`src/rtl/mac_pkg.sv`:
```
// Shared types and default widths for the mac_accumulator dot-product stage.
// Optional build macro MAC_ACC_SAT_EN selects saturating accumulation.
package mac_pkg;

    typedef enum logic [0:0] {
        ST_ACC  = 1'b0,
        ST_HOLD = 1'b1
    } mac_state_t;

    localparam int MAC_PROD_W = 64;
    localparam int MAC_ACC_W  = 72;
    localparam int MAC_CNT_W  = 16;

    localparam logic [MAC_ACC_W-1:0] MAC_ACC_ONES = {MAC_ACC_W{1'b1}};

endpackage

```
`src/rtl/mac_sat_add.sv`:
```
// ACC_W-bit unsigned adder with carry-out; with MAC_ACC_SAT_EN defined the
// sum clamps to all-ones whenever the add carries out.
import mac_pkg::*;

module mac_sat_add #(
    parameter int ACC_W = MAC_ACC_W
) (
    input  logic [ACC_W-1:0] i_a,
    input  logic [ACC_W-1:0] i_b,
    output logic [ACC_W-1:0] o_sum,
    output logic             o_carry
);

    logic [ACC_W:0] w_full;

    // Full-width add; once clamped, any further non-zero add carries again,
    // so the clamp holds for the rest of the frame without extra state.
    always_comb begin
        w_full  = {1'b0, i_a} + {1'b0, i_b};
        o_carry = w_full[ACC_W];
`ifdef MAC_ACC_SAT_EN
        if (w_full[ACC_W]) begin
            o_sum = {ACC_W{1'b1}};
        end else begin
            o_sum = w_full[ACC_W-1:0];
        end
`else
        o_sum = w_full[ACC_W-1:0];
`endif
    end

endmodule

```
`src/rtl/mac_accumulator.sv`:
```
// Frame accumulator behind the 32x32 multiplier: sums products until in_last,
// then presents sum/count/overflow on a valid/ready port. Macro: MAC_ACC_SAT_EN.
import mac_pkg::*;

module mac_accumulator #(
    parameter int PROD_W = MAC_PROD_W,
    parameter int ACC_W  = MAC_ACC_W,
    parameter int CNT_W  = MAC_CNT_W
) (
    input  logic              clk,
    input  logic              rstn,
    input  logic              i_in_valid,
    output logic              o_in_ready,
    input  logic [PROD_W-1:0] i_in_prod,
    input  logic              i_in_last,
    output logic              o_out_valid,
    input  logic              i_out_ready,
    output logic [ACC_W-1:0]  o_out_acc,
    output logic [CNT_W-1:0]  o_out_count,
    output logic              o_out_ovf
);

    localparam logic [CNT_W-1:0] CNT_MAX = {CNT_W{1'b1}};
    localparam logic [CNT_W-1:0] CNT_ONE = CNT_W'(1'b1);

    mac_state_t       r_state;
    logic             r_in_ready;
    logic             r_out_valid;
    logic [ACC_W-1:0] r_acc;
    logic [CNT_W-1:0] r_count;
    logic             r_ovf;

    logic [ACC_W-1:0] w_prod_ext;
    logic [ACC_W-1:0] w_sum;
    logic             w_carry;
    logic             w_accept;

    assign w_prod_ext = ACC_W'(i_in_prod);
    assign w_accept   = i_in_valid & r_in_ready;

    mac_sat_add #(
        .ACC_W (ACC_W)
    ) u_add (
        .i_a     (r_acc),
        .i_b     (w_prod_ext),
        .o_sum   (w_sum),
        .o_carry (w_carry)
    );

    // Frame FSM: in_ready is held as a register so it never depends on out_ready.
    always_ff @(posedge clk) begin
        if (!rstn) begin
            r_state     <= ST_ACC;
            r_in_ready  <= 1'b0;
            r_out_valid <= 1'b0;
            r_acc       <= '0;
            r_count     <= '0;
            r_ovf       <= 1'b0;
        end else begin
            case (r_state)
                ST_ACC: begin
                    r_in_ready <= 1'b1;
                    if (w_accept) begin
                        r_acc <= w_sum;
                        r_ovf <= r_ovf | w_carry;
                        if (r_count != CNT_MAX) begin
                            r_count <= r_count + CNT_ONE;
                        end
                        if (i_in_last) begin
                            r_state     <= ST_HOLD;
                            r_in_ready  <= 1'b0;
                            r_out_valid <= 1'b1;
                        end
                    end
                end
                ST_HOLD: begin
                    if (i_out_ready) begin
                        r_state     <= ST_ACC;
                        r_in_ready  <= 1'b1;
                        r_out_valid <= 1'b0;
                        r_acc       <= '0;
                        r_count     <= '0;
                        r_ovf       <= 1'b0;
                    end
                end
                default: begin
                    r_state     <= ST_ACC;
                    r_in_ready  <= 1'b0;
                    r_out_valid <= 1'b0;
                    r_acc       <= '0;
                    r_count     <= '0;
                    r_ovf       <= 1'b0;
                end
            endcase
        end
    end

    assign o_in_ready  = r_in_ready;
    assign o_out_valid = r_out_valid;
    assign o_out_acc   = r_acc;
    assign o_out_count = r_count;
    assign o_out_ovf   = r_ovf;

endmodule

```
`config.mk`:
```
export PLATFORM = sky130hd
export DESIGN_NAME = mac_accumulator
export DESIGN_NICKNAME = d
export VERILOG_FILES = /design/src/rtl/mac_pkg.sv /design/src/rtl/mac_sat_add.sv /design/src/rtl/mac_accumulator.sv
export SDC_FILE = /design/constraint.sdc
export NUM_CORES = 1
export LEC_CHECK = 0
export CAP_MARGIN = 30
export CORE_MARGIN = 1.5
export CORE_UTILIZATION = 34
export DETAILED_ROUTE_END_ITERATION = 7
export GPL_TIMING_DRIVEN = 0
export PLACE_DENSITY = 0.56
export RECOVER_POWER = 25
export SLEW_MARGIN = 40
export SYNTH_ARGS = -nofsm -noshare
export SYNTH_HDL_FRONTEND = slang
export SYNTH_SLANG_ARGS = --single-unit
```
`constraint.sdc`:
```
create_clock -name clk -period 8.7 [get_ports clk]
set_input_delay 1.74 -clock clk [delete_from_list [all_inputs] [get_ports clk]]
set_output_delay 1.74 -clock clk [all_outputs]
set_load 0.005 [all_outputs]
```
# ---- Word-level counts from Yosys, hierarchy flattened
# Cells that the tools add are included.
dict set report totals {
  ff_bits 92
  wordCells 40
}
dict set report classes {
  reduce_logical 3
  bitwise 3
  muxes 21
  n_eq_ne 5
  add_sub_neg 2
}
# cell n
set ops {}
lappend ops {{72-bit 2-to-1 mux} 2}
lappend ops {{72-bit case mux with 2 select lines} 1}
lappend ops {{72-bit by 64-bit adder with 73-bit output} 1}
lappend ops {{16-bit 2-to-1 mux} 3}
lappend ops {{16-bit case mux with 2 select lines} 1}
lappend ops {{16-bit by 1-bit adder with 16-bit output, second input constant} 1}
lappend ops {{16-bit != test, second input constant} 1}
lappend ops {{1-bit 2-to-1 mux} 10}
lappend ops {{2-bit != test, second input constant} 4}
lappend ops {{1-bit case mux with 2 select lines} 4}
lappend ops {{3-bit AND reduction} 2}
lappend ops {{2-bit AND reduction} 1}
lappend ops {{1-bit bitwise AND} 1}
lappend ops {{1-bit inverter} 1}
lappend ops {{1-bit bitwise OR} 1}

# ---- Longest topological paths before layout
# Gate-level depths: netlist of the first run.
dict set report logic_depth {
  depth_word 4
  mapped_depth 12
  depth_no_buf 12
}

# ---- Cells and area by module
# From an unflattened synthesis of the first run, not the netlist that was laid out.
dict set report hier_totals {
  hier_cells 1056
  area_unflattened_um2 8383.0
}
# mod area_each_um2 seq_area_each_um2 instances cells_per_inst
set by_module_without_submodules {}
lappend by_module_without_submodules {mac_sat_add 4790.8 0.0 1 686}
lappend by_module_without_submodules {mac_accumulator 3592.2 1841.8 1 370}

# ---- Worst setup path before layout of the first run
# OpenSTA, ideal clock, no wires.
dict set report synth_timing {
  path_kind {input to register}
  start {in i_in_prod[35]}
  end {reg r_acc[60] (netlist: o_out_acc[60])}
  arrival_ns 4.036
  required_time_ns 8.583
  setup_ns 0.117
  stages 11
  slack_ns 4.547
  cell_sequence {ha_1 > and2_4 > nand3_2 > or2_4 > o311ai_4 > a31oi_4 > o21ba_4 > o31ai_4 > nor3_1 > a311o_1 > a22o_1}
}
dict set report synth_via {
  elab_chain_cells 3
}
# element line_no
set synth_lines {}
lappend synth_lines {{start: declaration} mac_accumulator.sv:14} ;# input logic [PROD_W-1:0] i_in_prod,
lappend synth_lines {{72-bit by 64-bit adder with 73-bit output} mac_sat_add.sv:19} ;# w_full = {1'b0, i_a} + {1'b0, i_b};
lappend synth_lines {{72-bit 2-to-1 mux} mac_accumulator.sv:63} ;# if (w_accept) begin
lappend synth_lines {{72-bit case mux with 2 select lines} mac_accumulator.sv:60} ;# case (r_state)
lappend synth_lines {{end signal: assignment} mac_accumulator.sv:64} ;# r_acc <= w_sum;
lappend synth_lines {{end: declaration} mac_accumulator.sv:29} ;# logic [ACC_W-1:0] r_acc;
# No other way between the ends. The select of a mux whose other input is x is not followed.
# A chain may end at the register's enable or synchronous reset.

# ---- Worst setup path in the final report of the first run
dict set report layout_timing {
  start {in i_in_prod[10]}
  end {reg r_acc[69] (netlist: o_out_acc[69])}
}
# Same word-level chain as after synthesis.

==> impl_metrics.tcl, run 1 <==
set metrics [dict create \
    clock_sinks 92 \
    yosysWarnings 0 \
    cp-startpoint "i_in_prod[10]" \
    grt_max_degree 15 \
    synth_async_sr_flop_share_pct 0 \
    post_cts_resized 0 \
    drv_slew 0 \
    ir_worst_vdd_v 0.0000810 \
    hold_path.class "reg2reg" \
    drc 0 \
    dp_hpwl_mm 16.6 \
    powerDensity_nw_per_um2 141 \
    clk_pin_slew_ns 0.07 \
    leakage_nw 3.82 \
    final_cell_count_no_fill 1314 \
    criticalPathCategory "in2reg" \
    area_growth_syn_to_layout_pct 31.7 \
    via_per_inst 5.29 \
    worstMarginPinSlew_ns 0.676 \
    grt_setup_unrepaired "no" \
    cp-endpoint "o_out_acc[69]" \
    cts_tree "done" \
    crit_required_ns 8.93 \
    setup-tns-final_ns 0 \
    regToRegEndpoint "o_out_acc[69]" \
    grt_pass1_vias 6670 \
    min_period_over_period_pct 54.4 \
    hold_viol 0 \
    critPathMaxFanout 6 \
    wl_mm 21.0 \
    avgRoutedWirePerCell_microns 16.0 \
    max-cap-violations 0 \
    antenna_found_initial 1 \
    die_w_microns 146 \
    vias 6949 \
    final.min_clock_period_ns 4.73 \
    die_h_microns 146 \
    dpl_cell_area_sq_um 8870 \
    synth_cell_type_count 70 \
    htree_levels 3 \
    ys_seq_elements 92 \
    initial_core_util_pct 34.5 \
    finClkSkew_ns 0.00608 \
    synth_cells 871 \
    postSynthAreaPerCell_sq_um 7.98 \
    std_cell_rows 52 \
    mostFrequentLayoutCells "clkdlybuf4s50_1, dfxtp_1, nand2_1" \
    finalInstanceArea_sq_um 9160 \
    placedCellCount 1299 \
    initialDrtViolationCount 437 \
    drtPass1Iterations 6 \
    io_buffers 158 \
    worstRegToRegCells 11 \
    clock_latency_ns 0.35 \
    track_usage_pct 19.8 \
    die_area_sq_um 21300 \
    synth_area_sq_um 6950 \
    post_cts_buffers 0 \
    setup_viol 0 \
    cp.arrival_ns 4.96 \
    cts-root-buf "clkbuf_16" \
    grt-ovfl-total 0 \
    reg2reg_slack_ns 5.46 \
    final_common_cell "clkdlybuf4s50_1" \
    num-nets-final 1175 \
    drive_gt1_share_pct 2.97 \
    cp-end-kind "flop" \
    synth-main-ff-cell "dfxtp_1" \
    synth_nets 1006 \
    rr_startpoint "o_out_acc[9]" \
    slew-limit-headroom_pct 54.9 \
    hp-start "o_out_acc[51]" \
    core_sq_um 20200 \
    ys_seq_area_share_pct 26.5 \
    cts_buffers 9 \
    io_pins 160 \
    max_freq_mhz 211 \
    ant_nets 0 \
    gp_congestion 0.854 \
    cts-hold-fix-buffers 0 \
    synth_edf_count 0 \
    whs_path_depth 2 \
    clockBufferDepth 2 \
    grt_pass1_wl_mm 34.3 \
    status "finished clean" \
    cp-start-kind "primary input" \
]
[synth_stat cells (5+ instances only)]
master / count / area, sq um
a31oi_1: 11 / 68.8
nand3_1: 17 / 85.1
nand2b_1: 7 / 43.8
xnor2_1: 34 / 298
a211oi_1: 5 / 37.5
o21ai_0: 32 / 160
xor2_1: 36 / 315
and3_1: 14 / 87.6
ha_1: 65 / 813
nand2_1: 90 / 338
inv_1: 21 / 78.8
and2_1: 8 / 50.1
nand4_1: 24 / 150
or3_1: 9 / 56.3
a22oi_1: 25 / 188
a21oi_1: 83 / 415
nor3_1: 15 / 75.1
clkbuf_1: 25 / 93.8
o21bai_1: 14 / 105
o21a_1: 10 / 75.1
nor2_1: 44 / 165
dfxtp_1: 92 / 1840
o21ai_1: 48 / 240
nor2b_1: 31 / 194
a21o_1: 34 / 255
[registers in the layout (all words and copies together) (netlist names)]
name         cells
o_out_count     16
r_state          1
o_out_acc       72
o_in_ready       1
o_out_ovf        1
o_out_valid      1
[where the power goes]
part | internal, mW | switching (mW) | leakage, nW
registers | 0.446 | 0.0220 | 0.749
logic | 0.196 | 0.231 | 2.93
clock network | 0.220 | 0.180 | 0.141
[metrics by stage]
step | hold slack, ns | total power, mW | worst slack, ns | utilization [%]
6_report | 0.465 | 1.29 | 3.97 | 45.4
5_1_grt | 0.498 | 1.37 | 3.65 | 45.4
4_1_cts | 0.470 | 1.31 | 3.86 | 45.4
3_5_place_dp | 0.454 | 0.909 | 3.50 | 44.0
3_3_place_gp | 0.456 | 0.910 | 3.54 | 44.0
2_1_floorplan | 0.458 | 0.752 | 4.55 | -
[layer usage]
| metal | global-route usage (%) | up-vias | part of all wire (%) |
|---|---|---|---|
| met5 | 0 | - | 0 |
| met4 | 6.06 | 0 | 1.6 |
| met3 | 3.41 | 20 | 4.9 |
| met2 | 30.8 | 150 | 43 |
| met1 | 27.9 | 3213 | 50 |
| li1 | - | 3566 | - |
[cell families (layout without fill, tap and decap cells)]
family,Yosys count,after routing,synth area share (%)
adder cells (fa/ha/maj),66,66,12.0
flip-flops,92,92,26.5
AND/OR/NAND/NOR,282,282,20.6
AO/OA/AOI/OAI,307,307,28.8
multiplexers,3,3,0.432
other,0,1,0
XOR/XNOR,70,70,8.82
buffers and inverters,51,223,2.82
[cell type report]
cell class	instances	area, sq um
repair buffers	158	1580
clock buffers	9	225
fillers	2087	11000
multi-input cells	728	4920
inverters	21	78.8
plain buffers	30	118
clock inverters	5	53.8
well taps	270	338
flip-flops and latches	92	1840
diodes	1	2.50
[worst min-delay path by stage]
stage	endpoint	slack, ns
3_3_place_gp	o_out_acc[47]	0.46
4_1_cts	o_out_acc[51]	0.47
5_1_grt	o_out_acc[41]	0.50
6_report	o_out_acc[51]	0.46
3_5_place_dp	o_out_valid	0.45
2_1_floorplan	o_out_acc[62]	0.46
[worst max-delay path, cell delays in order]
cell,delay (ns)
clkdlybuf4s50_1,0.41
ha_1,0.38
a211oi_1,0.23
nor2_1,0.10
o41ai_1,0.39
and3_1,0.31
a2111oi_2,0.10
nor2_1,0.42
o2111ai_1,0.40
nand4_1,0.23
xor2_1,0.18
nor2_1,0.05
No activity file was read; power rests on OpenSTA's default activity.
==> run 2: changes to the inputs <==
Settings changed: PLACE_DENSITY 0.56 to 0.58.
Clock period 8.7 ns to 3.8 ns, I/O delays scaled along.
==> impl_metrics.tcl, run 2 (synthesized netlist as in run 1, its figures left out) <==
set metrics [dict create \
    die_w_microns 146 \
    grt-ovfl-total 0 \
    antenna_found_initial 2 \
    setup_ws_ns 0.107 \
    drv_slew 0 \
    worstMarginPinSlew_ns 0.671 \
    clockBufferDepth 2 \
    drive_gt1_share_pct 4.02 \
    cts_buffers 9 \
    io_buffers 158 \
    final.min_clock_period_ns 3.69 \
    io_pins 160 \
    grtUsageMet3_pct 3.62 \
    criticalPathCategory "in2reg" \
    slew-limit-headroom_pct 55.1 \
    hold_path.class "reg2reg" \
    htree_levels 3 \
    grt_setup_unrepaired "no" \
    hold_viol 0 \
    status "finished clean" \
    die_h_microns 146 \
    cts-root-buf "clkbuf_16" \
    clock_latency_ns 0.35 \
    std_cell_rows 52 \
    area_growth_syn_to_layout_pct 32.9 \
    clk_pin_slew_ns 0.07 \
    seq_area_sq_um 1840 \
    cp-end-kind "flop" \
    grt_pass1_vias 6537 \
    grt_busiest_layer "met2" \
    drtPass1Iterations 5 \
    dp_hpwl_mm 16.3 \
    max-cap-violations 0 \
    clock_sinks 92 \
    initialDrtViolationCount 330 \
    num-nets-final 1177 \
    cp.arrival_ns 3.93 \
    vias 6916 \
    min_period_over_period_pct 97.2 \
    grt_max_degree 15 \
    finClkSkew_ns 0.0115 \
    fillers 2058 \
    cp-start-kind "primary input" \
    cts-hold-fix-buffers 0 \
    finalInstanceArea_sq_um 9240 \
    met1_usage_pct 26.7 \
    pre_cts_slack_ns -0.391 \
    critPathMaxFanout 6 \
    crit_required_ns 4.04 \
    avgRoutedWirePerCell_microns 15.9 \
    drc 0 \
    max_freq_mhz 271 \
    via_per_inst 5.25 \
    grt_pass1_wl_mm 33.4 \
    die_area_sq_um 21300 \
    setup_viol 0 \
    powerDensity_nw_per_um2 324 \
    ir_worst_vdd_v 0.000201 \
    leakage_nw 3.86 \
    ant_nets 0 \
    use_met2_pct 30.4 \
    core_sq_um 20200 \
    final_common_cell "clkdlybuf4s50_1" \
    wl_mm 21.0 \
    dpl_cell_area_sq_um 8870 \
    mostFrequentLayoutCells "clkdlybuf4s50_1, dfxtp_1, nand2_1" \
    largest_reg_flops 72 \
    track_usage_pct 19.3 \
    initial_core_util_pct 34.5 \
    cts_tree "done" \
    gp_congestion 0.893 \
    multi_input_area_sq_um 4970 \
]
-- run 2: final cells by class --
class,instances,share of cell area [%]
Multi-Input combinational cell,728,53.8
Sequential cell,92,19.9
Timing Repair Buffer,160,17.3
Tap cell,270,3.65
Clock buffer,11,2.63
Buffer,30,1.27
Inverter,21,0.853
Clock inverter,4,0.528
Antenna cell,2,0.0541
-- run 2: repair_timing --
| item | CTS | global route |
|---|---|---|
| pin swaps | 0 | 1 |
| resized for setup | 1 | 10 |
| endpoints found under the setup margin | 2 | 16 |
| setup buffers | 0 | 2 |
-- run 2: worst max-delay path, cell delays in order --
cell             delay (ns)
clkdlybuf4s50_1        0.46
ha_1                   0.41
and2_4                 0.20
nand3_2                0.07
or2_4                  0.28
o311ai_4               0.30
a31oi_4                0.10
buf_4                  0.18
o21ba_4                0.24
o31ai_4                0.30
nor3_1                 0.08
a311o_1                0.34
a22o_1                 0.19
-- run 2: final timing paths --
check | start | to | slack, ns | cells past startpoint
hold reg to reg | o_out_acc[40] | o_out_acc[40] | 0.46 | 2
setup reg to reg | o_out_acc[3] | o_out_acc[23] | 0.65 | 11
setup / recovery | i_in_prod[34] | o_out_acc[60] | 0.11 | 13
hold / removal | o_out_acc[40] | o_out_acc[40] | 0.46 | 2
-- run 2: through the flow --
step           setup TNS (ns)  hold slack, ns  cells  total power [mW]  util [%]
2_1_floorplan               0           0.458    871              1.72         -
5_1_grt                     0           0.490   1318              3.17      45.8
3_5_place_dp            -6.33           0.456   1299              2.08      44.0
6_report                    0           0.463   1318              3.00      45.8
3_3_place_gp            -6.88           0.456   1299              2.08      44.0
4_1_cts                     0           0.465   1314              3.03      45.4
-- run 2: power breakdown --
group	switching (mW)	total, mW	internal [mW]
clock network	0.407	0.933	0.526
registers	0.0505	1.07	1.02
logic	0.536	0.990	0.454
-- run 2: routing by layer --
| layer | routed length, microns | share of wire, % |
|---|---|---|
| met5 | 0 | 0 |
| met4 | 354 | 1.7 |
| met3 | 1090 | 5.2 |
| met2 | 9130 | 43 |
| met1 | 10400 | 50 |
